$ cat src/rtl/core_run_ctrl.sv
// core_run_ctrl: sequences a processor through reset, a bounded run window
// and a register-file dump over a valid/ready stream.
// Optional feature: define CORE_RUN_CTRL_CYCLE_COUNT_EN to count executed
// core cycles on cycle_count; otherwise cycle_count is tied to zero.
module core_run_ctrl #(
  parameter int RESET_CYCLES = 2,
  parameter int RUN_CYCLES   = 20,
  parameter int NUM_REGS     = 32,
  parameter int XLEN         = 32
) (
  input  logic            clk,
  input  logic            rst,
  input  logic            start,
  input  logic            halt_req,
  output logic            core_rst,
  output logic            core_en,
  output logic [4:0]      rf_raddr,
  input  logic [XLEN-1:0] rf_rdata,
  output logic            dump_valid,
  input  logic            dump_ready,
  output logic [4:0]      dump_idx,
  output logic [XLEN-1:0] dump_data,
  output logic            busy,
  output logic            done,
  output logic [31:0]     cycle_count
);

  typedef enum logic [2:0] {
    ST_IDLE  = 3'd0,
    ST_RESET = 3'd1,
    ST_RUN   = 3'd2,
    ST_DUMP  = 3'd3,
    ST_DONE  = 3'd4
  } state_t;

  // Last phase-counter value of each timed phase; a zero-length phase
  // degenerates to a single cycle.
  localparam logic [15:0] RESET_LAST = 16'((RESET_CYCLES > 1) ? (RESET_CYCLES - 1) : 0);
  localparam logic [15:0] RUN_LAST   = 16'((RUN_CYCLES > 1) ? (RUN_CYCLES - 1) : 0);
  localparam logic [4:0]  LAST_IDX   = 5'((NUM_REGS > 1) ? (NUM_REGS - 1) : 0);

  state_t      state;
  logic [15:0] phase;

  // Phase counter saturates so a long-lived phase never wraps.
  function automatic logic [15:0] sat_inc(input logic [15:0] v);
    return (v == 16'hFFFF) ? v : (v + 16'd1);
  endfunction

  // The debug read port follows the dump index; data is only exposed
  // while a beat is being offered.
  assign rf_raddr  = dump_idx;
  assign dump_data = dump_valid ? rf_rdata : '0;

  // Sequencer: state, phase counter and all registered control outputs.
  always_ff @(posedge clk or negedge rst) begin
    if (!rst) begin
      state      <= ST_IDLE;
      phase      <= '0;
      core_rst   <= 1'b1;
      core_en    <= 1'b0;
      dump_valid <= 1'b0;
      dump_idx   <= '0;
      busy       <= 1'b0;
      done       <= 1'b0;
    end else begin
      case (state)
        ST_IDLE, ST_DONE: begin
          if (start) begin
            state    <= ST_RESET;
            phase    <= '0;
            core_rst <= 1'b1;
            core_en  <= 1'b0;
            busy     <= 1'b1;
            done     <= 1'b0;
          end else begin
            phase <= sat_inc(phase);
          end
        end

        ST_RESET: begin
          if (phase == RESET_LAST) begin
            state    <= ST_RUN;
            phase    <= '0;
            core_rst <= 1'b0;
            core_en  <= 1'b1;
          end else begin
            phase <= sat_inc(phase);
          end
        end

        ST_RUN: begin
          // A halted cycle still executed; the core freezes from the next one.
          if (halt_req || (phase == RUN_LAST)) begin
            state      <= ST_DUMP;
            phase      <= '0;
            core_en    <= 1'b0;
            dump_valid <= 1'b1;
            dump_idx   <= '0;
          end else begin
            phase <= sat_inc(phase);
          end
        end

        ST_DUMP: begin
          if (dump_ready) begin
            if (dump_idx == LAST_IDX) begin
              state      <= ST_DONE;
              phase      <= '0;
              dump_valid <= 1'b0;
              dump_idx   <= '0;
              busy       <= 1'b0;
              done       <= 1'b1;
            end else begin
              dump_idx <= dump_idx + 5'd1;
              phase    <= sat_inc(phase);
            end
          end else begin
            phase <= sat_inc(phase);
          end
        end

        default: begin
          state      <= ST_IDLE;
          phase      <= '0;
          core_rst   <= 1'b1;
          core_en    <= 1'b0;
          dump_valid <= 1'b0;
          dump_idx   <= '0;
          busy       <= 1'b0;
          done       <= 1'b0;
        end
      endcase
    end
  end

`ifdef CORE_RUN_CTRL_CYCLE_COUNT_EN
  logic [31:0] cyc_cnt;

  // Executed-cycle counter: cleared when a new sequence starts, counts
  // every RUN cycle and holds through DUMP and DONE.
  always_ff @(posedge clk or negedge rst) begin
    if (!rst) begin
      cyc_cnt <= '0;
    end else if (((state == ST_IDLE) || (state == ST_DONE)) && start) begin
      cyc_cnt <= '0;
    end else if (state == ST_RUN) begin
      cyc_cnt <= cyc_cnt + 32'd1;
    end
  end

  assign cycle_count = cyc_cnt;
`else
  assign cycle_count = '0;
`endif

endmodule

$ cat config.mk
export PLATFORM = sky130hd
export DESIGN_NAME = core_run_ctrl
export DESIGN_NICKNAME = d
export VERILOG_FILES = /design/src/rtl/core_run_ctrl.sv
export SDC_FILE = /design/constraint.sdc
export NUM_CORES = 1
export LEC_CHECK = 0
export CORE_UTILIZATION = 40
export DETAILED_ROUTE_END_ITERATION = 8
export PLACE_DENSITY_LB_ADDON = 0.3
export SLEW_MARGIN = 10
export SYNTH_ARGS = -nofsm -noshare
export SYNTH_HDL_FRONTEND = slang
export SYNTH_SLANG_ARGS = --single-unit
$ cat constraint.sdc
create_clock -name clk -period 2.46 [get_ports clk]
set_input_delay 0.615 -clock clk [delete_from_list [all_inputs] [get_ports clk]]
set_output_delay 0.615 -clock clk [all_outputs]
set_load 0.1 [all_outputs]
==> impl_metrics.json <==
{
  "status": "complete, no violations",
  "antenna_found_initial": 0,
  "finish.utilization_pct": 66.8,
  "num_vias": 2134,
  "die_x_um": 76.6,
  "cts_resized": 0,
  "die_area_sq_mm": 0.00587,
  "critPathKind": "reg -> reg",
  "synth_area_leaders": "dfrtp_1, buf_4, and2_1",
  "syn_avg_cell_area_sq_um": 8.56,
  "relSlewSlack_pct": 53.3,
  "critPathRequiredTime_ps": 2640,
  "placed_area_sq_mm": 0.00336,
  "finalSetupViolations": 0,
  "synth_warnings": 0,
  "nNetsFinal": 386,
  "synth_edf_count": 0,
  "peakVddDrop_mv": 0.651,
  "grt-ovfl-total": 0,
  "postCtsSetupBuffers": 0,
  "area.growth.synth_to_final_pct": 57.2,
  "stdcell_area_sq_mm": 0.00350,
  "detail-route-antenna-nets": 0,
  "drt_iter0_drc": 84,
  "clk_pin_slew_ps": 70,
  "post-route-drc-count": 0,
  "synth_cells": 260,
  "finalCritPeriodShare_pct": 94.3,
  "yosysTopAreaCell": "dfrtp_1",
  "synth-seq-area-share_pct": 32.7,
  "die_h_um": 76.6,
  "vias_per_cell": 5.13,
  "port_buffers": 83,
  "hold_path.class": "reg -> reg",
  "layout-drive-gt1-share_pct": 32.1,
  "numCtsBuffers": 5,
  "clock-sinks": 29,
  "rows": 26,
  "crit_arrival_ps": 2500,
  "num_antenna_cells": 0,
  "min_period_ps": 2320,
  "ys_ff_latch": 29,
  "ctsHoldBuffers": 0,
  "skew_ps": 11.7,
  "max-clock-path-buffers": 2,
  "cts-root-buf": "clkbuf_8",
  "rsz0062_at_grt": "false",
  "cts_tree": "yes",
  "gp_congestion": 0.898,
  "end_kind": "register",
  "ios": 116,
  "synth_flop_cell": "dfrtp_1",
  "drt_pass1_iterations": 4,
  "ys_async_sr_fraction_pct": 100,
  "grt_pass1_wl_um": 9640,
  "initial_utilization_pct": 42.5,
  "max_slew.worst_pin.slew_ps": 694,
  "dp_hpwl_um": 4770,
  "core_sq_mm": 0.00524,
  "hold_viol": 0,
  "power_density_mw_per_mm2": 1220,
  "wl_um": 6180,
  "clkLatencyLatePin_ps": 290,
  "maxSlewViolCount": 0,
  "maxCapViolCount": 0,
  "startpoint_type": "register",
  "netlist_area_sq_mm": 0.00223,
  "gr-usage-all-layers_pct": 21.0,
  "htree_num_levels": 2,
  "grt_pass1_vias": 1939,
  "worstPathMaxFanout": 17,
  "grt_max_degree": 34,
  "ys_types": 47,
  "wl_per_cell_um": 14.9,
  "yosys.area.top_type_share_pct": 31.5,
  "fmax_mhz": 431,
  "power_leakage_nw": 1.52
}
==> sequential cells by signal, summed over array words and instances (netlist names) <==
signal / cells
busy: 1
dump_valid: 1
core_en: 1
dump_idx: 5
state: 3
phase: 16
done: 1
core_rst: 1
==> synthesized netlist by cell type (2+ instances only) <==
library cell / instances
a211oi_1: 2
a21oi_1: 9
a21oi_2: 2
a221oi_1: 4
a22oi_1: 8
and2_1: 35
and3_1: 3
and4_1: 3
buf_2: 4
buf_4: 38
clkbuf_1: 5
dfrtp_1: 28
ha_1: 4
inv_1: 10
mux2_2: 2
nand2_1: 13
nand2b_1: 4
nand3_1: 6
nand4_1: 5
nor2_1: 13
nor3_1: 4
nor4_1: 7
o2111ai_1: 2
o211ai_1: 2
o21ai_0: 13
o2bb2ai_1: 4
or3_1: 6
or4_1: 2
xnor2_1: 3
xor2_1: 2
==> routing by layer <==
metal | track usage, % | vias up | part of all wire [%]
met5 | 0 | - | 0
met4 | 6.92 | 0 | 1.2
met3 | 4.19 | 8 | 4.8
met2 | 36.9 | 80 | 51
met1 | 25.5 | 1026 | 43
li1 | - | 1020 | -
==> layout by cell type, fill, tap and decap left out, drive strengths merged, types with 3 or more instances in the layout <==
| master | netlist | layout |
|---|---|---|
| a221oi | 4 | 4 |
| clkbuf | 6 | 5 |
| a21oi | 11 | 11 |
| nand3 | 6 | 6 |
| clkdlybuf4s50 | 0 | 36 |
| conb | 1 | 32 |
| o2bb2ai | 4 | 4 |
| and2 | 35 | 35 |
| dfrtp | 28 | 28 |
| and4 | 3 | 3 |
| a22oi | 8 | 8 |
| buf | 42 | 59 |
| xnor2 | 3 | 3 |
| ha | 4 | 4 |
| nand2 | 13 | 13 |
| nor4 | 7 | 7 |
| o21ai | 13 | 13 |
| and3 | 4 | 4 |
| or3 | 6 | 6 |
| nand4 | 7 | 7 |
| nor2 | 13 | 13 |
| a211oi | 3 | 3 |
| nand2b | 4 | 4 |
| inv | 10 | 10 |
| nor3 | 5 | 5 |
==> metrics by stage <==
step | TNS [ps] | instances | power [W] | hold WS [ps] | setup slack (ps)
final | 0 | 416 | 0.00426 | 507 | 139
after global routing | 0 | 416 | 0.00442 | 550 | 9.34
after CTS | 0 | 416 | 0.00425 | 511 | 18.9
after detailed placement | -99.7 | 408 | 0.00365 | 502 | -99.7
after global placement | -65.5 | 408 | 0.00360 | 495 | -65.5
after floorplan | -9.46 | 291 | 0.00287 | 319 | -9.46
==> worst max-delay path, stage by stage, from the launching register on <==
cell      delay, ps
dfrtp_2         450
ha_1            240
and3_1          200
ha_1            210
and2_1          160
o21ai_0         410
a21oi_4         180
a221oi_1        370
==> power breakdown <==
part           total [W]  internal, W  switching [W]
combinational    0.00292     0.000842        0.00208
clock           0.000600     0.000402       0.000198
sequential      0.000748     0.000583       0.000164
==> final cells by class <==
class	count	area [sq um]
Tap cell	70	87.6
Multi-Input combinational cell	204	1290
Fill cell	396	1740
Inverter	10	37.5
Timing Repair Buffer	95	1220
Sequential cell	29	731
Clock buffer	5	68.8
Clock inverter	3	65.1
==> final timing paths <==
kind	startpoint	endpoint	slack, ps	cells past startpoint
min in group asynchronous	rst	phase[13]	700	2
min reg2reg	core_rst	core_rst	510	2
max	dump_idx[0]	phase[4]	140	7
min	core_rst	core_rst	510	2
max in group asynchronous	rst	core_rst	1440	2
max reg2reg	dump_idx[0]	phase[4]	140	7
==> kinds of logic (layout without fill, tap and decap cells) <==
group | count (synthesis) | after routing | share of synthesized area [%]
xor+xnor | 5 | 5 | 1.97
fa+ha+maj | 4 | 4 | 2.25
other cells | 1 | 32 | 0.168
compound gates | 49 | 49 | 15.0
mux | 3 | 3 | 1.46
buf+inv | 58 | 113 | 16.5
flops | 29 | 29 | 32.7
simple gates | 111 | 111 | 30.0
(Power assumes the default switching activity.)
